`src/rtl/mem_arb_pkg.sv`:
```
// rtl/mem_arb_pkg.sv - shared encodings and constants for the unified memory arbiter
package mem_arb_pkg;

    typedef enum logic [1:0] {
        RESP_NONE  = 2'd0,
        RESP_FETCH = 2'd1,
        RESP_DATA  = 2'd2
    } resp_owner_e;

    localparam int DEFAULT_MAX_DATA_STREAK = 4;

    // Wide enough for the full 1..15 streak range.
    localparam int STREAK_W = 4;

    function automatic int be_width(input int data_w);
        return data_w / 8;
    endfunction

endpackage

```
`src/rtl/mem_arb_prio.sv`:
```
// rtl/mem_arb_prio.sv - data-over-fetch priority select with fetch starvation streak counter
module mem_arb_prio
    import mem_arb_pkg::*;
#(
    parameter int MAX_DATA_STREAK = DEFAULT_MAX_DATA_STREAK
) (
    input  logic clk,
    input  logic rst,
    input  logic fetch_req,
    input  logic data_req,
    output logic fetch_win,
    output logic data_win,
    output logic forced_fetch
);

    localparam logic [STREAK_W-1:0] STREAK_MAX = STREAK_W'(MAX_DATA_STREAK);

    logic [STREAK_W-1:0] streak_cnt;
    logic                at_max;

    assign at_max = (streak_cnt == STREAK_MAX);

    always_comb begin
        fetch_win    = 1'b0;
        data_win     = 1'b0;
        forced_fetch = 1'b0;
        if (!rst) begin
            if (data_req && fetch_req) begin
                if (at_max) begin
                    fetch_win    = 1'b1;
                    forced_fetch = 1'b1;
                end else begin
                    data_win = 1'b1;
                end
            end else if (data_req) begin
                data_win = 1'b1;
            end else if (fetch_req) begin
                fetch_win = 1'b1;
            end
        end
    end

    // Counts only cycles where fetch was actually waiting behind data.
    always_ff @(posedge clk) begin
        if (rst) begin
            streak_cnt <= '0;
        end else if (fetch_win || !fetch_req) begin
            streak_cnt <= '0;
        end else if (data_win && !at_max) begin
            streak_cnt <= streak_cnt + 1'b1;
        end
    end

endmodule

```
`src/rtl/unified_mem_arbiter.sv`:
```
// rtl/unified_mem_arbiter.sv - fetch/data arbiter for the unified memory; UNIFIED_MEM_ARBITER_STATS_EN adds stat counters
module unified_mem_arbiter
    import mem_arb_pkg::*;
#(
    parameter int ADDR_W          = 32,
    parameter int DATA_W          = 32,
    parameter int MAX_DATA_STREAK = DEFAULT_MAX_DATA_STREAK
) (
    input  logic                clk,
    input  logic                rst,
    input  logic                fetch_req,
    input  logic [ADDR_W-1:0]   fetch_addr,
    output logic                fetch_gnt,
    output logic                fetch_rvalid,
    output logic [DATA_W-1:0]   fetch_rdata,
    input  logic                data_req,
    input  logic                data_we,
    input  logic [DATA_W/8-1:0] data_be,
    input  logic [ADDR_W-1:0]   data_addr,
    input  logic [DATA_W-1:0]   data_wdata,
    output logic                data_gnt,
    output logic                data_rvalid,
    output logic [DATA_W-1:0]   data_rdata,
    output logic                mem_en,
    output logic                mem_we,
    output logic [DATA_W/8-1:0] mem_be,
    output logic [ADDR_W-1:0]   mem_addr,
    output logic [DATA_W-1:0]   mem_wdata,
    input  logic [DATA_W-1:0]   mem_rdata,
    output logic [31:0]         stat_fetch_wait,
    output logic [31:0]         stat_forced_fetch
);

    localparam int BE_W = be_width(DATA_W);

    resp_owner_e owner_q;
    resp_owner_e owner_d;
    logic        forced_fetch;

    mem_arb_prio #(
        .MAX_DATA_STREAK(MAX_DATA_STREAK)
    ) u_prio (
        .clk         (clk),
        .rst         (rst),
        .fetch_req   (fetch_req),
        .data_req    (data_req),
        .fetch_win   (fetch_gnt),
        .data_win    (data_gnt),
        .forced_fetch(forced_fetch)
    );

    assign mem_en    = fetch_gnt | data_gnt;
    assign mem_we    = data_gnt & data_we;
    assign mem_be    = fetch_gnt ? {BE_W{1'b1}} : data_be;
    assign mem_addr  = fetch_gnt ? fetch_addr : data_addr;
    assign mem_wdata = data_wdata;

    always_ff @(posedge clk) begin
        if (rst) begin
            owner_q <= RESP_NONE;
        end else begin
            owner_q <= owner_d;
        end
    end

    always_comb begin
        owner_d = RESP_NONE;
        if (fetch_gnt) begin
            owner_d = RESP_FETCH;
        end else if (data_gnt) begin
            owner_d = RESP_DATA;
        end
    end

    // Gating with rst drops the response of an access caught by reset.
    assign fetch_rvalid = (owner_q == RESP_FETCH) && !rst;
    assign data_rvalid  = (owner_q == RESP_DATA) && !rst;
    assign fetch_rdata  = mem_rdata;
    assign data_rdata   = mem_rdata;

`ifdef UNIFIED_MEM_ARBITER_STATS_EN
    always_ff @(posedge clk) begin
        if (rst) begin
            stat_fetch_wait   <= '0;
            stat_forced_fetch <= '0;
        end else begin
            if (fetch_req && !fetch_gnt) begin
                stat_fetch_wait <= stat_fetch_wait + 32'd1;
            end
            if (forced_fetch) begin
                stat_forced_fetch <= stat_forced_fetch + 32'd1;
            end
        end
    end
`else
    logic unused_forced_fetch;
    assign unused_forced_fetch = forced_fetch;
    assign stat_fetch_wait     = '0;
    assign stat_forced_fetch   = '0;
`endif

endmodule

```
`config.mk`:
```
export PLATFORM = sky130hd
export DESIGN_NAME = unified_mem_arbiter
export DESIGN_NICKNAME = d
export VERILOG_FILES = /design/src/rtl/mem_arb_pkg.sv /design/src/rtl/mem_arb_prio.sv /design/src/rtl/unified_mem_arbiter.sv
export SDC_FILE = /design/constraint.sdc
export NUM_CORES = 1
export LEC_CHECK = 0
export CAP_MARGIN = 20
export CORE_AREA = 3 3 131 133
export CTS_CLUSTER_DIAMETER = 200
export DETAILED_ROUTE_END_ITERATION = 7
export DIE_AREA = 0 0 134 136
export GPL_TIMING_DRIVEN = 0
export HOLD_SLACK_MARGIN = 0.05
export PLACE_DENSITY = 0.53
export SYNTH_ARGS = -nofsm -noshare
export SYNTH_HDL_FRONTEND = slang
export SYNTH_SLANG_ARGS = --single-unit
```
`constraint.sdc`:
```
create_clock -name clk -period 3.9 [get_ports clk]
set_input_delay 0.975 -clock clk [delete_from_list [all_inputs] [get_ports clk]]
set_output_delay 0.975 -clock clk [all_outputs]
set_load 0.005 [all_outputs]
```
==> results of run 1 <==
power by group:
group          switching, µW  internal, µW
sequential             0.933          63.3
combinational            116           321
clock                   34.8           132
cells in the mapped netlist:
library cell | instances | area [µm²]
xnor2_1 | 1 | 8.76
inv_1 | 5 | 18.8
nand3_1 | 1 | 5.00
nand4_1 | 1 | 6.26
buf_6 | 3 | 33.8
dfxtp_1 | 6 | 120
nor2_1 | 6 | 22.5
mux2_1 | 2 | 22.5
nor3b_1 | 2 | 15.0
xor2_1 | 1 | 8.76
and2_1 | 1 | 6.26
or2_2 | 4 | 25.0
a211oi_1 | 1 | 7.51
nand3b_4 | 1 | 20.0
a211oi_4 | 1 | 20.0
mux2_2 | 30 | 338
conb_1 | 1 | 3.75
o211a_1 | 2 | 20.0
ha_1 | 2 | 25.0
buf_4 | 160 | 1200
logic make-up (layout without fill, tap and decap cells):
kind of cell / after synthesis / count (layout) / synth area share (%)
buffers and inverters: 168 / 385 / 65.0
multiplexers: 32 / 32 / 18.7
AND/OR/NAND/NOR: 16 / 16 / 5.19
flip-flops: 6 / 6 / 6.23
AO/OA/AOI/OAI: 4 / 4 / 2.47
adder cells (fa/ha/maj): 2 / 2 / 1.30
XOR/XNOR: 2 / 2 / 0.909
other: 1 / 64 / 0.194
worst min-delay path by stage:
| stage | start | to | slack, ps |
|---|---|---|---|
| after CTS | u_prio.streak_cnt[0] | u_prio.streak_cnt[0] | 480 |
| after global routing | u_prio.streak_cnt[0] | u_prio.streak_cnt[0] | 490 |
| after global placement | u_prio.streak_cnt[0] | u_prio.streak_cnt[0] | 450 |
| after detailed placement | u_prio.streak_cnt[0] | u_prio.streak_cnt[0] | 470 |
| after floorplan | u_prio.streak_cnt[0] | u_prio.streak_cnt[0] | 430 |
| final | u_prio.streak_cnt[0] | u_prio.streak_cnt[0] | 470 |
metrics by stage:
stage	area, µm²	setup TNS [ps]	cells	setup WS, ps
6_report	4640	0	727	168
5_1_grt	4640	0	727	108
4_1_cts	4640	0	727	170
3_5_place_dp	4540	-16320	720	-585
3_3_place_gp	4540	-16550	720	-587
2_1_floorplan	2160	0	294	945
final cells by class:
class                      count  area [µm²]
buffer                       163        1230
clock buffer                   3        75.1
fill                        1727       11300
timing repair buffer         214        2130
tap                          216         270
inverter                       5        18.8
sequential                     6         120
multi-input combinational    120         791
worst max-delay path: stages:
cell and delay, ps:
dlygate4sd2_1 310, a211oi_4 280, buf_6 160, buf_4 170
mux2_2 380, clkdlybuf4s50_1 470
repair_timing:
item / 4_1_cts / 5_1_grt
setup endpoints to repair: 37 / 0
buffers inserted: 4 / 0
resized for setup: 6 / 0
routing by layer:
layer  vias to the layer above  share of wire [%]
li1                       1071                  -
met1                       897                 35
met2                       150                 54
met3                         7                8.9
met4                         0                1.5
met5                         -                  0
flip-flops by register name (all words and copies together), names as in the netlist:
register and cells:
u_prio.streak_cnt 4, owner_q 2
==> flow_summary.yaml, run 1 <==
detailed_routing:
  drtIter0Drc: 13
  wl_per_cell_um: 12.1
  routed_wl_um: 8810
  via_per_inst: 2.92
  drtPass1Iterations: 3
  drc: 0
  ant_nets: 0
  num_vias: 2125
clock_tree:
  htree_levels: 1
  cts_tree: "built"
  cts_hold_buffers: 0
  clock_sinks: 6
  cts-root-buf: "clkbuf_16"
  cts_buffer_depth: 2
  insertion_delay_ps: 230
  clk_pin_slew_ps: 30
  cts_made_buffers: 3
layout:
  mostFrequentLayoutCells: "clkdlybuf4s50_1, buf_4, conb_1"
  synthToLayoutAreaGrowth_pct: 141
  drive_above_1_share_pct: 40.5
  fin_nets: 652
  mostFrequentLayoutCell: "clkdlybuf4s50_1"
  antenna_cells: 0
  final_core_util_pct: 29.1
run:
  maxCapViolations: 0
critical_path:
  rr_startpoint: "u_prio.streak_cnt[0]"
  critPathCapture: "mem_addr[1]"
  worst_r2r_path_depth: 5
  reg2reg_slack_ps: 2750
  critPathLaunchType: "input pin"
  crit_fanout: 6
  cp.required_ps: 2920
  r2r-end: "u_prio.streak_cnt[1]"
  path_class: "in2out"
  end_kind: "primary output"
  arrival_ps: 2760
  startpoint: "data_req"
pwr:
  p_leak_uw: 0.00218
  totalPowerFinal_uw: 667
  vdd_ir_drop_max_mv: 0.0811
  p_per_area_mw_per_mm2: 144
global_route:
  grt_max_degree: 11
  grt_pass1_wl_um: 12000
  grt_usage_pct: 8.46
  grt_util_met1_pct: 9.12
  use_met3_pct: 1.59
  grt.busiest_layer: "met2"
  grt_pass1_vias: 2208
  met2_usage_pct: 16.6
  antenna_found_initial: 0
  grt_remaining_overflow: 0
die:
  dieArea_mm2: 0.0182
  coreArea_mm2: 0.0159
  start_util_pct: 12.1
  row_count: 46
  fp.dieW_um: 134
  die_h_um: 136
  boundaryPins: 339
placement:
  gp_congestion: 0.807
  dp_hpwl_um: 8090
  numPortBuffers: 210
synth:
  synth_area_mm2: 0.00193
  ys_warn_count: 0
  syn_avg_cell_area_um2: 8.35
  syn_inst: 231
  ys_ff_latch: 6
  synth.distinct_cells: 20
  ys_seq_area_share_pct: 6.23
timing:
  fin_crit_sh_pct: 95.7
  hold_viol: 0
  fin_worst_skew_ps: 2.37
  clock.fmax_mhz: 268
  setup_viol: 0
  drv_slew: 0
  fin_crit_ps: 3730
  timing.hold.ws_ps: 468
  rsz0062_at_grt: "no"
min_path:
  min_path_cells: 1
  hp-class: "reg2reg"
run_status:
  status: "finished clean"
Note: power is estimated with default switching activity, not from simulation.
==> inputs of run 2 (changes only) <==
--- a/config.mk
+++ b/config.mk
@@ -5,7 +5,7 @@
 export SDC_FILE = /design/constraint.sdc
 export NUM_CORES = 1
 export LEC_CHECK = 0
-export CAP_MARGIN = 20
+export CAP_MARGIN = 10
 export CORE_AREA = 3 3 131 133
 export CTS_CLUSTER_DIAMETER = 200
 export DETAILED_ROUTE_END_ITERATION = 7
==> results of run 2 <==
No change in the layout: final DEF, timing and power equal those of run 1.
==> inputs of run 3 (changes only) <==
--- a/config.mk
+++ b/config.mk
@@ -5,9 +5,11 @@
 export SDC_FILE = /design/constraint.sdc
 export NUM_CORES = 1
 export LEC_CHECK = 0
+export ABC_CLOCK_PERIOD_IN_PS = 3900
 export CAP_MARGIN = 10
 export CORE_AREA = 3 3 131 133
 export CTS_CLUSTER_DIAMETER = 200
+export CTS_CLUSTER_SIZE = 24
 export DETAILED_ROUTE_END_ITERATION = 7
 export DIE_AREA = 0 0 134 136
 export GPL_TIMING_DRIVEN = 0
==> results of run 3 <==
No change in the layout: final DEF, timing and power equal those of run 1.
